`src/rtl/util_mw_rst_sequencer.sv`:
```
// util_mw_rst_sequencer
// Staged reset release for an IP clock domain. It waits for the clock
// generator to lock and stay locked for a stability window. It then releases
// the reset outputs one at a time, in index order, and finally raises ready.
//
// Parameters:
//   NUM_STAGES         number of sequenced reset outputs (1..8)
//   LOCK_STABLE_CYCLES synchronized-lock cycles required before release (>=1)
//   STAGE_DELAY        cycles between successive stage releases (>=1)
//   TIMEOUT_CYCLES     lock watchdog limit (watchdog build only)
//
// Ports:
//   clk            sole clock
//   reset          synchronous, active-high reset
//   locked         clock generator lock, asynchronous to clk
//   soft_rst_req   single-cycle software re-sequence request
//   rst_out        active-high resets, bit 0 released first
//   ready          high once every stage is released
//   lock_lost_cnt  saturating count of lock losses in RELEASE/RUN
//   lock_timeout   sticky lock watchdog flag
//   state_dbg      current FSM state encoding
//
// Build option: define UTIL_MW_RST_SEQ_LOCK_TIMEOUT_EN to enable the lock
// watchdog. Without it, lock_timeout is tied low.

module util_mw_rst_sequencer #(
  parameter int unsigned NUM_STAGES         = 3,
  parameter int unsigned LOCK_STABLE_CYCLES = 16,
  parameter int unsigned STAGE_DELAY        = 4,
  parameter int unsigned TIMEOUT_CYCLES     = 1024
) (
  input  logic                  clk,
  input  logic                  reset,
  input  logic                  locked,
  input  logic                  soft_rst_req,
  output logic [NUM_STAGES-1:0] rst_out,
  output logic                  ready,
  output logic [7:0]            lock_lost_cnt,
  output logic                  lock_timeout,
  output logic [2:0]            state_dbg
);

  localparam int unsigned CNT_LIM = (LOCK_STABLE_CYCLES > STAGE_DELAY) ?
                                    LOCK_STABLE_CYCLES : STAGE_DELAY;
  localparam int unsigned CNT_W   = $clog2(CNT_LIM + 1);
  localparam int unsigned STG_W   = (NUM_STAGES > 1) ? $clog2(NUM_STAGES) : 1;

  typedef enum logic [2:0] {
    ST_WAIT_LOCK = 3'd1,
    ST_STABLE    = 3'd2,
    ST_RELEASE   = 3'd3,
    ST_RUN       = 3'd4
  } state_e;

  state_e                  state_q, state_d;
  logic [CNT_W-1:0]        cnt_q, cnt_d;
  logic [STG_W-1:0]        stage_q, stage_d;
  logic [NUM_STAGES-1:0]   rst_q, rst_d;
  logic                    ready_q, ready_d;
  logic [7:0]              lost_q, lost_d;
  logic                    lock_meta_q, lock_s_q;
  logic                    lock_loss_c;

`ifdef UTIL_MW_RST_SEQ_LOCK_TIMEOUT_EN
  localparam int unsigned TO_W = $clog2(TIMEOUT_CYCLES + 1);
  logic [TO_W-1:0] wd_q, wd_d;
  logic            timeout_q, timeout_d;
`endif

  // State register, synchronizer and output registers
  always_ff @(posedge clk) begin
    if (reset) begin
      lock_meta_q <= 1'b0;
      lock_s_q    <= 1'b0;
      state_q     <= ST_WAIT_LOCK;
      cnt_q       <= '0;
      stage_q     <= '0;
      rst_q       <= '1;
      ready_q     <= 1'b0;
      lost_q      <= 8'd0;
`ifdef UTIL_MW_RST_SEQ_LOCK_TIMEOUT_EN
      wd_q        <= '0;
      timeout_q   <= 1'b0;
`endif
    end else begin
      lock_meta_q <= locked;
      lock_s_q    <= lock_meta_q;
      state_q     <= state_d;
      cnt_q       <= cnt_d;
      stage_q     <= stage_d;
      rst_q       <= rst_d;
      ready_q     <= ready_d;
      lost_q      <= lost_d;
`ifdef UTIL_MW_RST_SEQ_LOCK_TIMEOUT_EN
      wd_q        <= wd_d;
      timeout_q   <= timeout_d;
`endif
    end
  end

  // Losing lock only counts once resets have started coming out
  assign lock_loss_c = !lock_s_q && ((state_q == ST_RELEASE) || (state_q == ST_RUN));

  // Next-state and output logic
  always_comb begin
    state_d = state_q;
    cnt_d   = cnt_q;
    stage_d = stage_q;
    rst_d   = rst_q;
    ready_d = ready_q;
    lost_d  = lost_q;
`ifdef UTIL_MW_RST_SEQ_LOCK_TIMEOUT_EN
    wd_d      = '0;
    timeout_d = timeout_q;
`endif

    unique case (state_q)
      ST_WAIT_LOCK: begin
        rst_d   = '1;
        ready_d = 1'b0;
        if (lock_s_q) begin
          state_d = ST_STABLE;
          cnt_d   = '0;
        end
      end
      ST_STABLE: begin
        if (!lock_s_q) begin
          state_d = ST_WAIT_LOCK;
          cnt_d   = '0;
        end else if (cnt_q == CNT_W'(LOCK_STABLE_CYCLES - 1)) begin
          state_d = ST_RELEASE;
          cnt_d   = '0;
          stage_d = '0;
        end else begin
          cnt_d = cnt_q + CNT_W'(1);
        end
      end
      ST_RELEASE: begin
        if (lock_s_q) begin
          if (cnt_q == CNT_W'(STAGE_DELAY - 1)) begin
            cnt_d   = '0;
            stage_d = stage_q + STG_W'(1);
            for (int i = 0; i < int'(NUM_STAGES); i++) begin
              if (stage_q == STG_W'(i)) rst_d[i] = 1'b0;
            end
            if (stage_q == STG_W'(NUM_STAGES - 1)) begin
              state_d = ST_RUN;
              ready_d = 1'b1;
            end
          end else begin
            cnt_d = cnt_q + CNT_W'(1);
          end
        end
      end
      ST_RUN: begin
      end
      default: state_d = ST_WAIT_LOCK;
    endcase

`ifdef UTIL_MW_RST_SEQ_LOCK_TIMEOUT_EN
    // Watchdog counts only while parked in WAIT_LOCK, then holds at the limit
    if (state_q == ST_WAIT_LOCK) begin
      if (wd_q == TO_W'(TIMEOUT_CYCLES - 1)) begin
        wd_d      = wd_q;
        timeout_d = 1'b1;
      end else begin
        wd_d = wd_q + TO_W'(1);
      end
    end
`endif

    // Lock loss takes priority over a simultaneous soft request
    if (lock_loss_c) begin
      state_d = ST_WAIT_LOCK;
      cnt_d   = '0;
      stage_d = '0;
      rst_d   = '1;
      ready_d = 1'b0;
      if (lost_q != 8'hFF) lost_d = lost_q + 8'd1;
    end else if (soft_rst_req) begin
      state_d = lock_s_q ? ST_STABLE : ST_WAIT_LOCK;
      cnt_d   = '0;
      stage_d = '0;
      rst_d   = '1;
      ready_d = 1'b0;
`ifdef UTIL_MW_RST_SEQ_LOCK_TIMEOUT_EN
      wd_d      = '0;
      timeout_d = 1'b0;
`endif
    end
  end

  assign rst_out       = rst_q;
  assign ready         = ready_q;
  assign lock_lost_cnt = lost_q;
  assign state_dbg     = state_q;
`ifdef UTIL_MW_RST_SEQ_LOCK_TIMEOUT_EN
  assign lock_timeout  = timeout_q;
`else
  assign lock_timeout  = 1'b0;
`endif

endmodule

```
`config.mk`:
```
export PLATFORM = sky130hd
export DESIGN_NAME = util_mw_rst_sequencer
export DESIGN_NICKNAME = d
export VERILOG_FILES = /design/src/rtl/util_mw_rst_sequencer.sv
export SDC_FILE = /design/constraint.sdc
export NUM_CORES = 1
export LEC_CHECK = 0
export ABC_AREA = 1
export BUFFER_PORTS_ARGS = -buffer_cell sky130_fd_sc_hd__buf_4
export CORE_AREA = 5 5 73 75
export DETAILED_ROUTE_END_ITERATION = 8
export DIE_AREA = 0 0 78 80
export PLACE_DENSITY = 0.44
export SLEW_MARGIN = 20
export SYNTH_ARGS = -nofsm -noshare
export SYNTH_HDL_FRONTEND = slang
export SYNTH_SLANG_ARGS = --single-unit
```
`constraint.sdc`:
```
create_clock -name clk -period 1.6 [get_ports clk]
set_clock_uncertainty 0.15 [all_clocks]
set_input_delay 0.24 -clock clk [delete_from_list [all_inputs] [get_ports clk]]
set_output_delay 0.24 -clock clk [all_outputs]
set_load 0.005 [all_outputs]
```
# [After elaboration in Yosys (flattened, before gate mapping)]
# Index checks and enable logic that the tools add are counted.
[word_totals] register_bits=24 latchBits=0 ramBits=0 rom_bits=0 inputBits=4 elab_cells=82 memories=0
[classes] addsub=3 mul=0 div_mod_pow=0 magnitude_cmp=0 n_eq_ne=23 shifts=0 n_mux=30 bitwise=0 n_reduce_logical=16
[ops] cell="3-bit two-way mux" n=9
[ops] cell="5-bit two-way mux" n=5
[ops] cell="5-bit one-hot mux with 3 select lines" n=1
[ops] cell="3-bit one-hot mux with 4 select lines" n=1
[ops] cell="4-bit AND reduction" n=3
[ops] cell="2-bit two-way mux" n=5
[ops] cell="2-bit != test, second input constant" n=5
[ops] cell="8-bit by 1-bit adder with 8-bit output, second input constant" n=1
[ops] cell="2-bit by 1-bit != test with 1-bit output, second input constant" n=4
[ops] cell="8-bit != test, second input constant" n=1
[ops] cell="3-bit by 2-bit equality test with 1-bit output, second input constant" n=2
[ops] cell="1-bit two-way mux" n=6
[ops] cell="3-bit by 2-bit != test with 1-bit output, second input constant" n=2
[ops] cell="3-bit != test, second input constant" n=2
[ops] cell="3-bit one-hot mux with 2 select lines" n=1
[ops] cell="6-bit AND reduction" n=1
[ops] cell="5-bit by 1-bit adder with 5-bit output, second input constant" n=1
[ops] cell="5-bit by 2-bit equality test with 1-bit output, second input constant" n=1
[ops] cell="5-bit by 4-bit equality test with 1-bit output, second input constant" n=1
[ops] cell="5-bit AND reduction" n=1
[ops] cell="4-bit != test, second input constant" n=1
[ops] cell="2-bit one-hot mux with 2 select lines" n=1
[ops] cell="2-bit nonzero test" n=2
[ops] cell="3-bit by 1-bit equality test with 1-bit output, second input constant" n=1
[ops] cell="14 further kinds" n=14

# [Logic depth before layout (Yosys ltp)]
[logic_depth] word_depth=6 depth_mapped=11 depth_no_buf=11

# [Worst setup path before layout]
# OpenSTA, ideal clock, no wires.
[synth_timing] kind="register to register" from="reg cnt_q[0]" to="reg state_q[1], in the netlist state_dbg[1]" setup_ns=0.113 arrival_time_ns=1.342 t_required_ns=1.337 setup_slack_ns=-0.005 stages_incl_launch_ff=12 path_buffers=0 synth_period_minus_slack_ns=1.605 cell_sequence="dfxtp_1 -> ha_1 -> nand2_1 -> nor2_1 -> ha_1 -> inv_1 -> nand3_1 -> nand3_1 -> nand2_1 -> nand2_1 -> nand2_1 -> nor2_1"
[synth_between] elab_chain_len=3 word_cells_on_any_way=5
[synth_lines] element="start: declaration" line_no="56" source="logic [CNT_W-1:0] cnt_q, cnt_d;"
[synth_lines] element="start signal: assignment" line_no="89" source="cnt_q <= cnt_d;"
[synth_lines] element="5-bit by 4-bit equality test with 1-bit output / 5-bit by 2-bit equality test with 1-bit output (equally long branches)" line_no="130, 140"
[synth_lines] element="4-bit != test (no source line) / 3-bit by 2-bit != test with 1-bit output (equally long branches)"
[synth_lines] element="6-bit AND reduction (no source line) (*)"
[synth_lines] element="end signal: assignment" line_no="88" source="state_q <= state_d;"
[synth_lines] element="end: declaration" line_no="55" source="state_e state_q, state_d;"
# Mark *: on every way between the ends. The rest lies on a longest branch, timed or not.
# A chain may end at the register's enable or synchronous reset.

# [Final worst setup path]
[layout_timing] from="reg cnt_q[1]" to="reg state_q[1], in the netlist state_dbg[1]"
# The elaborated chain is that of the path after synthesis.

==> qor.csv <==
metric,value,unit
startpoint_type,flop,
finalSetupTns,0,ps
gp_congestion,0.728,
post-route-period-util,0.984,
clock_sinks,24,
nets,259,
dp_hpwl,2.53,mm
min-delay-path-class,primary input to flop,
ys_seq_area_frac,0.367,
yosysTopAreaCellShare,0.367,
cts_root_buf,clkbuf_8,
leakage,0.884,nW
die-area,0.00624,mm²
hold_violations,0,
vdd.ir_drop.worst,637,µV
final_cell_mix,"buf_4, nand2_1, nor2_1, inv_1, dfxtp_1",
cap_violations,0,
async_flop_share,0,
finalWirelength,3.50,mm
p_seq_frac,0.363,
worstSetupPathType,flop to flop,
area_growth,53.1,%
io_pins,20,
internal_power,1.27,mW
dp_slack,-114,ps
cpPeakStageDelay,360,ps
synthTopCellsByArea,"dfxtp_1, nand2_1, nor2_1",
comb_power_share,0.343,
yosys_warnings,0,
swShare,0.317,
cts_buffers,3,
setup_slack,25.1,ps
yosysTopAreaCell,dfxtp_1,
synthFlopType,dfxtp_1,
ys_ff_latch,24,
drt_iter0_drc,45,
postSynthNetCount,201,
clock_power_share,0.295,
grt_first_pass_wirelength,5.91,mm
power.density,926,mW/mm²
layout_commonest_cell,buf_4,
clock_latency,270,ps
fin_area,0.00200,mm²
slew_violations,0,
start_util,0.284,
grt_usage,0.117,
status,"finished, final reports clean",
wl_met1,1.70,mm
vias,1337,
gr-total-overflow,0,
met2WireLength,1.70,mm
setup_viol,0,
ant_nets,0,
p_sw,587,µW
grt_pass1_vias,1331,
clockBufferDepth,2,
tritoncts,yes,
antenna_found_initial,0,
dieWidth,78,µm
cp_max_fo,3,
cp.arrival,1590,ps
rsz0062_at_grt,yes,
synth_edf_count,0,
top_layer,met4,
syn_inst,190,
cts.htree.levels,1,
place_area,0.00174,mm²
period_needed,1570,ps
holdBufCountCts,0,
fmax,635,MHz
cp.required,1620,ps
end_kind,flop,
fp.dieH,80,µm
drive_gt1_frac,0.417,
wl_met3,77,µm
io_buffer_count,18,
crit_path_cell_trace,ha_4 -> nand2_4 -> nor2_4 -> ha_4 -> inv_2 -> nand3_2 -> nand3_2 -> nand2_2 -> nand2_1 -> nand2_1 -> nor2_1,
crit_slowest_cell,dfxtp_2,
firstDrtPassIters,4,
drc_errors,0,
post_drt_via_cell_ratio,4.44,
coreArea,0.00460,mm²
avgSynthCellArea,6.88,µm²
avgRoutedWirePerCell,11.6,µm
synth_cell_type_count,25,
diodes,0,
syn_area,0.00131,mm²
grt_max_degree,15,
rows,25,
cts.reportedPaths.clkPinSlew,100,ps
critical path: cells and delay by family (launching register included):
| family | cells | cell delay [ps] |
|---|---|---|
| adders and majority gates | 2 | 300 |
| and+or+nand+nor | 8 | 630 |
| buffers and inverters | 1 | 30 |
| DFF | 1 | 360 |
stage by stage:
step	util	power [mW]	instances	hold slack, ps
after floorplan	-	0.961	190	197
after global placement	0.378	1.24	290	240
after detailed placement	0.378	1.23	290	247
after CTS	0.397	1.79	294	13.9
after global routing	0.435	1.98	301	18.8
final	0.435	1.85	301	14.9
cell families (layout without fill, tap and decap cells):
family	count (synthesis)	count (layout)	share of synthesized area
buffers and inverters	26	82	0.0871
AND/OR/NAND/NOR	104	105	0.345
adder cells (fa/ha/maj)	7	7	0.0670
other	1	1	0.00287
AO/OA/AOI/OAI	22	22	0.0909
XOR/XNOR	6	6	0.0402
flip-flops	24	24	0.367
cell usage after synthesis (2+ instances only):
cell,count
a21oi_1,13
dfxtp_1,24
ha_1,7
inv_1,21
nand2_1,49
nand2_2,5
nand3_1,16
nand4_1,3
nor2_1,24
nor3_1,3
o21ai_0,6
o21ai_2,2
xnor2_1,2
xor2_1,4
final timing paths:
path	start	end	slack, ps	cells after the start
max reg2reg	cnt_q[1]$_SDFFE_PP0P_	state_dbg[1]$_SDFFE_PP0P_	30	11
max	cnt_q[1]$_SDFFE_PP0P_	state_dbg[1]$_SDFFE_PP0P_	30	11
min reg2reg	lock_meta_q$_SDFF_PP0_	lock_s_q$_SDFF_PP0_	270	2
min	locked	lock_meta_q$_SDFF_PP0_	10	3
per-layer routing:
layer | vias up | global-route usage
li1 | 717 | -
met1 | 602 | 0.142
met2 | 16 | 0.208
met3 | 2 | 0.0293
met4 | 0 | 0.0253
met5 | - | 0
registers in the layout (all words and copies together) (netlist names):
| signal | count |
|---|---|
| lock_lost_cnt | 8 |
| cnt_q | 5 |
| rst_out | 3 |
| state_dbg | 3 |
| stage_q | 2 |
| lock_meta_q | 1 |
| lock_s_q | 1 |
| ready | 1 |
layout make-up:
type / instances / area, µm²
clock inverters: 1 / 30.0
well taps: 54 / 67.6
inverters: 23 / 91.3
flip-flops and latches: 24 / 489
repair buffers: 55 / 428
clock buffers: 3 / 41.3
fillers: 471 / 2600
multi-input cells: 141 / 855
power by group through the flow:
stage / Clock (mW) / Sequential [mW] / Combinational (mW)
floorplan: 0 / 0.681 / 0.280
global placement: 0 / 0.678 / 0.563
detailed placement: 0 / 0.676 / 0.551
CTS: 0.570 / 0.664 / 0.561
global route: 0.595 / 0.677 / 0.704
finish: 0.546 / 0.672 / 0.635
what timing repair did:
action | 4_1_cts | 5_1_grt
cloned | 0 | 1
buffers inserted | 0 | 6
setup endpoints to repair | 8 | 21
pin swaps | 2 | 18
gates resized for setup | 4 | 38
Power figures use the tool's default switching activity.
